## src/rtl/mpsub_seq.sv

```systemverilog
// Multi-precision A - B - bin sequencer: streams one byte per cycle, LSB first, through an external 8-bit subtractor.
// Optional result==0 flag built when MPSUB_ZERO_FLAG_EN is defined; otherwise zero is tied low.
module mpsub_seq #(
    parameter int NBYTES = 4
) (
    input  logic                  clk,
    input  logic                  rst_n,
    input  logic                  start,
    input  logic [8*NBYTES-1:0]   a_in,
    input  logic [8*NBYTES-1:0]   b_in,
    input  logic                  bin,
    output logic                  busy,
    output logic                  done,
    output logic [8*NBYTES-1:0]   result,
    output logic                  borrow_out,
    output logic                  zero,
    output logic [7:0]            dp_a,
    output logic [7:0]            dp_b,
    output logic                  dp_c,
    input  logic [7:0]            dp_diff,
    input  logic                  dp_borrow
);
    localparam int W     = 8 * NBYTES;
    localparam int IDX_W = $clog2(NBYTES);

    typedef enum logic [1:0] {
        S_IDLE,
        S_RUN,
        S_DONE
    } state_t;

    state_t             state_q, state_d;
    logic [IDX_W-1:0]   idx_q, idx_d;
    logic [W-1:0]       a_q, a_d;
    logic [W-1:0]       b_q, b_d;
    logic [W-1:0]       result_q, result_d;
    logic               brw_q, brw_d;
    logic               borrow_q, borrow_d;
    logic               last_byte;
    logic               accept;

    assign last_byte = (idx_q == IDX_W'(NBYTES - 1));
    assign accept    = (state_q == S_IDLE) && start;

    always_comb begin
        state_d  = state_q;
        idx_d    = idx_q;
        a_d      = a_q;
        b_d      = b_q;
        result_d = result_q;
        brw_d    = brw_q;
        borrow_d = borrow_q;
        dp_a     = 8'h00;
        dp_b     = 8'h00;
        dp_c     = 1'b0;
        case (state_q)
            S_IDLE: begin
                if (start) begin
                    a_d     = a_in;
                    b_d     = b_in;
                    brw_d   = bin;
                    idx_d   = '0;
                    state_d = S_RUN;
                end
            end
            S_RUN: begin
                // The external subtractor is combinational, so its answer is captured on this same edge.
                dp_a = a_q[{idx_q, 3'b000} +: 8];
                dp_b = b_q[{idx_q, 3'b000} +: 8];
                dp_c = brw_q;
                result_d[{idx_q, 3'b000} +: 8] = dp_diff;
                brw_d = dp_borrow;
                if (last_byte) begin
                    borrow_d = dp_borrow;
                    state_d  = S_DONE;
                end else begin
                    idx_d = idx_q + IDX_W'(1);
                end
            end
            S_DONE: begin
                state_d = S_IDLE;
            end
            default: begin
                state_d = S_IDLE;
            end
        endcase
    end

    always_ff @(posedge clk or negedge rst_n) begin
        if (!rst_n) begin
            state_q  <= S_IDLE;
            idx_q    <= '0;
            a_q      <= '0;
            b_q      <= '0;
            result_q <= '0;
            brw_q    <= 1'b0;
            borrow_q <= 1'b0;
        end else begin
            state_q  <= state_d;
            idx_q    <= idx_d;
            a_q      <= a_d;
            b_q      <= b_d;
            result_q <= result_d;
            brw_q    <= brw_d;
            borrow_q <= borrow_d;
        end
    end

    assign busy       = (state_q == S_RUN) || (state_q == S_DONE);
    assign done       = (state_q == S_DONE);
    assign result     = result_q;
    assign borrow_out = borrow_q;

`ifdef MPSUB_ZERO_FLAG_EN
    logic zacc_q, zacc_d;
    logic zero_q, zero_d;

    always_comb begin
        zacc_d = zacc_q;
        zero_d = zero_q;
        if (accept) begin
            zacc_d = 1'b1;
        end else if (state_q == S_RUN) begin
            zacc_d = zacc_q & (dp_diff == 8'h00);
            if (last_byte) begin
                zero_d = zacc_q & (dp_diff == 8'h00);
            end
        end
    end

    always_ff @(posedge clk or negedge rst_n) begin
        if (!rst_n) begin
            zacc_q <= 1'b0;
            zero_q <= 1'b0;
        end else begin
            zacc_q <= zacc_d;
            zero_q <= zero_d;
        end
    end

    assign zero = zero_q;
`else
    assign zero = 1'b0;
`endif

endmodule

```

## config.mk

```make
export PLATFORM = sky130hd
export DESIGN_NAME = mpsub_seq
export DESIGN_NICKNAME = d
export VERILOG_FILES = /design/src/rtl/mpsub_seq.sv
export SDC_FILE = /design/constraint.sdc
export NUM_CORES = 1
export LEC_CHECK = 0
export ABC_AREA = 1
export BUFFER_PORTS_ARGS = -buffer_cell sky130_fd_sc_hd__clkbuf_2
export CORE_MARGIN = 3
export CORE_UTILIZATION = 43
export CTS_CLUSTER_SIZE = 14
export DETAILED_ROUTE_END_ITERATION = 6
export PLACE_DENSITY_LB_ADDON = 0.2
export SLEW_MARGIN = 10
export SYNTH_ARGS = -nofsm -noshare
export SYNTH_HDL_FRONTEND = slang
export SYNTH_SLANG_ARGS = --single-unit
```

## constraint.sdc

```tcl
create_clock -name clk -period 4 [get_ports clk]
set_clock_uncertainty 0.1 [all_clocks]
set_input_delay 0.8 -clock clk [delete_from_list [all_inputs] [get_ports clk]]
set_output_delay 0.8 -clock clk [all_outputs]
set_load 0.02 [all_outputs]
```

==> summary.md <==
| Metric | Value |
|---|---|
| Synth async-reset ratio | `100%` |
| Num CTS Buffers | `9` |
| Vias in the first global route | `just over 4,000` |
| NumNets Final | `~780` |
| Fmax | `between 300 and 400 MHz` |
| Chip width | `approximately 110 µm` |
| Max Transition Viols Final | `0` |
| H-tree depth | `3` |
| Pint | `2.43 mW` |
| Final hold viol count | `0` |
| First-pass GRT wire length | `20.0 mm` |
| Post-CTS setup buffers | `0` |
| Sw frac | `around 44%` |
| Leakage power | `3.09 nW` |
| CTS tree | `yes` |
| Routed WL | `11.8 mm` |
| Root Driver | `clkbuf_8` |
| Max FO, Critical Path | `44` |
| Startpoint types | `register` |
| Synth top area cells | `dfrtp_1 53%, nand2_1 9.5%, a21oi_1 8.3%` |
| DRC | `0` |
| I/O Buffers | `128` |
| Post-synth EDFFs | `0` |
| Antenna violations before repair | `0` |
| Core area | `roughly 11,000 µm²` |
| Yosys top cell area share | `53.0%` |
| Cell row count | `38` |
| CP Class | `register to output pin` |
| Synth cell count leaders | `122 x nand2_1, 102 x dfrtp_1, 80 x a21oi_1` |
| Overflow after GRT | `0` |
| Max-cap viol count | `0` |
| Combinational share of power | `45.8%` |
| Tcrit/Tclk final | `72.9%` |
| Final instance area | `5630 µm²` |
| Fin util | `51.7%` |
| Clock Power Share | `15.2%` |
| Post-layout min period | `about 2900 ps` |
| Hold slack | `341 ps` |
| Worst Path Arrival | `2020 ps` |
| Top-count cell post-synth | `nand2_1` |
| First DRT Iteration DRCs | `362` |
| Vias per Instance | `between 4 and 5` |
| Most used DFF post-synth | `dfrtp_1` |
| RSZ-0062 raised after global routing | `no` |
| HP Class | `input pin to async pin` |
| Routed Antenna Nets | `0` |
| Mapped Cells | `582` |
| Post-Syn Area | `between 4000 and 5000 µm²` |
| Net Count, Synth | `~670` |
| 1st-pass router iterations | `5` |
| Area growth, synth to finish | `16.9%` |
| Register bit total from synthesis | `102` |
| Pwr/cell area | `a little under 800 nW/µm²` |
| IO Count | `130` |
| Worst slew margin | `48.4%` |
| Setup_tns | `0 ps` |
| Seq pwr share | `39.0%` |
| Peak VDD IR | `0.338 mV` |
| Max Root-Sink Buffers | `2` |
| Placed Instance Area | `between 5000 and 6000 µm²` |
| Synth Warn # | `0` |
| Layout cell share with drive strength beyond 1 | `22.7%` |
| Post-synth top area cell | `dfrtp_1` |
| Tot GR Track Use | `19.7%` |
| Netlist cell types | `20` |
| Critical path endpoint category | `output pin` |
| Die height | `112 µm` |
| Largest net degree at the start of global routing | `slightly below 80` |
| Net Sw Power | `~1.9 mW` |
| Gpl congestion | `0.831` |
| CTS Hold Bufs | `0` |
| Initial Utilization | `44.3%` |
| Clk slew on worst S/H paths | `90 ps` |
| DR vias | `4,176` |
| Synthesized area per cell | `8.28 µm²` |
| CP Data Required Time | `between 3000 and 4000 ps` |
| Worst-Skew Late Latency | `370 ps` |
| WL/cell | `14.1 µm` |
| Setup Viol. Count Final | `0` |
| Slew @ Worst Pin | `775 ps` |
| HPWL Detailed | `roughly 8.5 mm` |
| Layout fillers | `between 1,000 and 1,500` |
| Status | `completed` |
| Sequential cell area fraction in the yosys report | `53.0%` |
| Pwr Total | `4.35 mW` |
| Full die area | `between 10,000 and 15,000 µm²` |
| Clock sinks | `102` |
| Cts repair resizes | `0` |
| Diodes inserted | `0` |
## final timing paths
kind	start	endpoint	slack, ps	cells past startpoint
max in group asynchronous	rst_n	b_q[3]	2600	2
worst max-delay path	idx_q[0]	dp_a[6]	1080	5
min in group clk	result[1]	result[1]	390	2
worst max register to register	idx_q[0]	result[11]	1750	4
worst min register to register	result[1]	result[1]	390	2
worst min-delay path	rst_n	result[29]	340	1
## registers in the layout (all words and copies together) (netlist names)
name / count
a_q: 32
b_q: 32
brw_q: 1
idx_q: 2
result: 32
borrow_out: 1
state_q: 2
## cells by family (layout without fill, tap and decap cells)
| logic type | Yosys count | after routing | synth area share (%) |
|---|---|---|---|
| AO/OA/AOI/OAI | 111 | 111 | 11.6 |
| adder cells (fa/ha/maj) | 10 | 10 | 2.60 |
| buffers and inverters | 108 | 227 | 11.3 |
| flip-flops | 102 | 102 | 53.0 |
| other | 1 | 1 | 0.0778 |
| AND/OR/NAND/NOR | 250 | 250 | 21.4 |
## power groups by stage
stage / Sequential [mW] / Combinational, mW / Clock (mW)
5_1_grt: 1.75 / 2.26 / 0.728
2_1_floorplan: 1.84 / 1.38 / 0
6_report: 1.70 / 1.99 / 0.659
4_1_cts: 1.70 / 2.02 / 0.676
3_5_place_dp: 1.72 / 2.01 / 0
3_3_place_gp: 1.71 / 1.97 / 0
## final cells by class
cell class / instances / area, µm² / share of cell area (%)
multi-input combinational: 372 / 1720 / 30.6
inverter: 77 / 292 / 5.18
sequential: 102 / 2550 / 45.3
tap: 140 / 175 / 3.11
clock inverter: 6 / 61.3 / 1.09
clock buffer: 10 / 138 / 2.44
timing repair buffer: 134 / 688 / 12.2
## cells in the final DEF (no fill, tap or decap), drive strengths merged
cell,synthesis,final
a21oi,80,80
buf,31,7
bufinv,0,1
clkbuf,0,137
clkinv,0,4
clkinvlp,0,1
conb,1,1
dfrtp,102,102
ha,10,10
inv,77,77
nand2,124,124
nand3,56,56
nand4,3,3
nor2,67,67
o21ai,31,31
## critical path: stages, from the launching register on
cell and delay (ps):
dfrtp_2 710, inv_4 300, nand2_1 130, nand3_1 70
a21oi_1 220, clkbuf_2 210
## metrics by stage
stage | setup slack, ps | cells
final | 1080 | 841
after global routing | 888 | 841
after CTS | 1070 | 841
after detailed placement | 1490 | 825
after global placement | 1530 | 825
after floorplan | 1670 | 582
## layer usage
| metal | part of all wire, % | up-vias | wire length [µm] | global-route usage [%] |
|---|---|---|---|---|
| met1 | 46 | 1958 | 5400 | 27.7 |
| met4 | 1.9 | 0 | 228 | 7.87 |
| met5 | 0 | - | 0 | 0 |
| met3 | 6.2 | 15 | 730 | 2.72 |
| li1 | - | 2053 | - | - |
| met2 | 46 | 150 | 5470 | 31.2 |
Note: power is estimated with default switching activity, not from simulation.
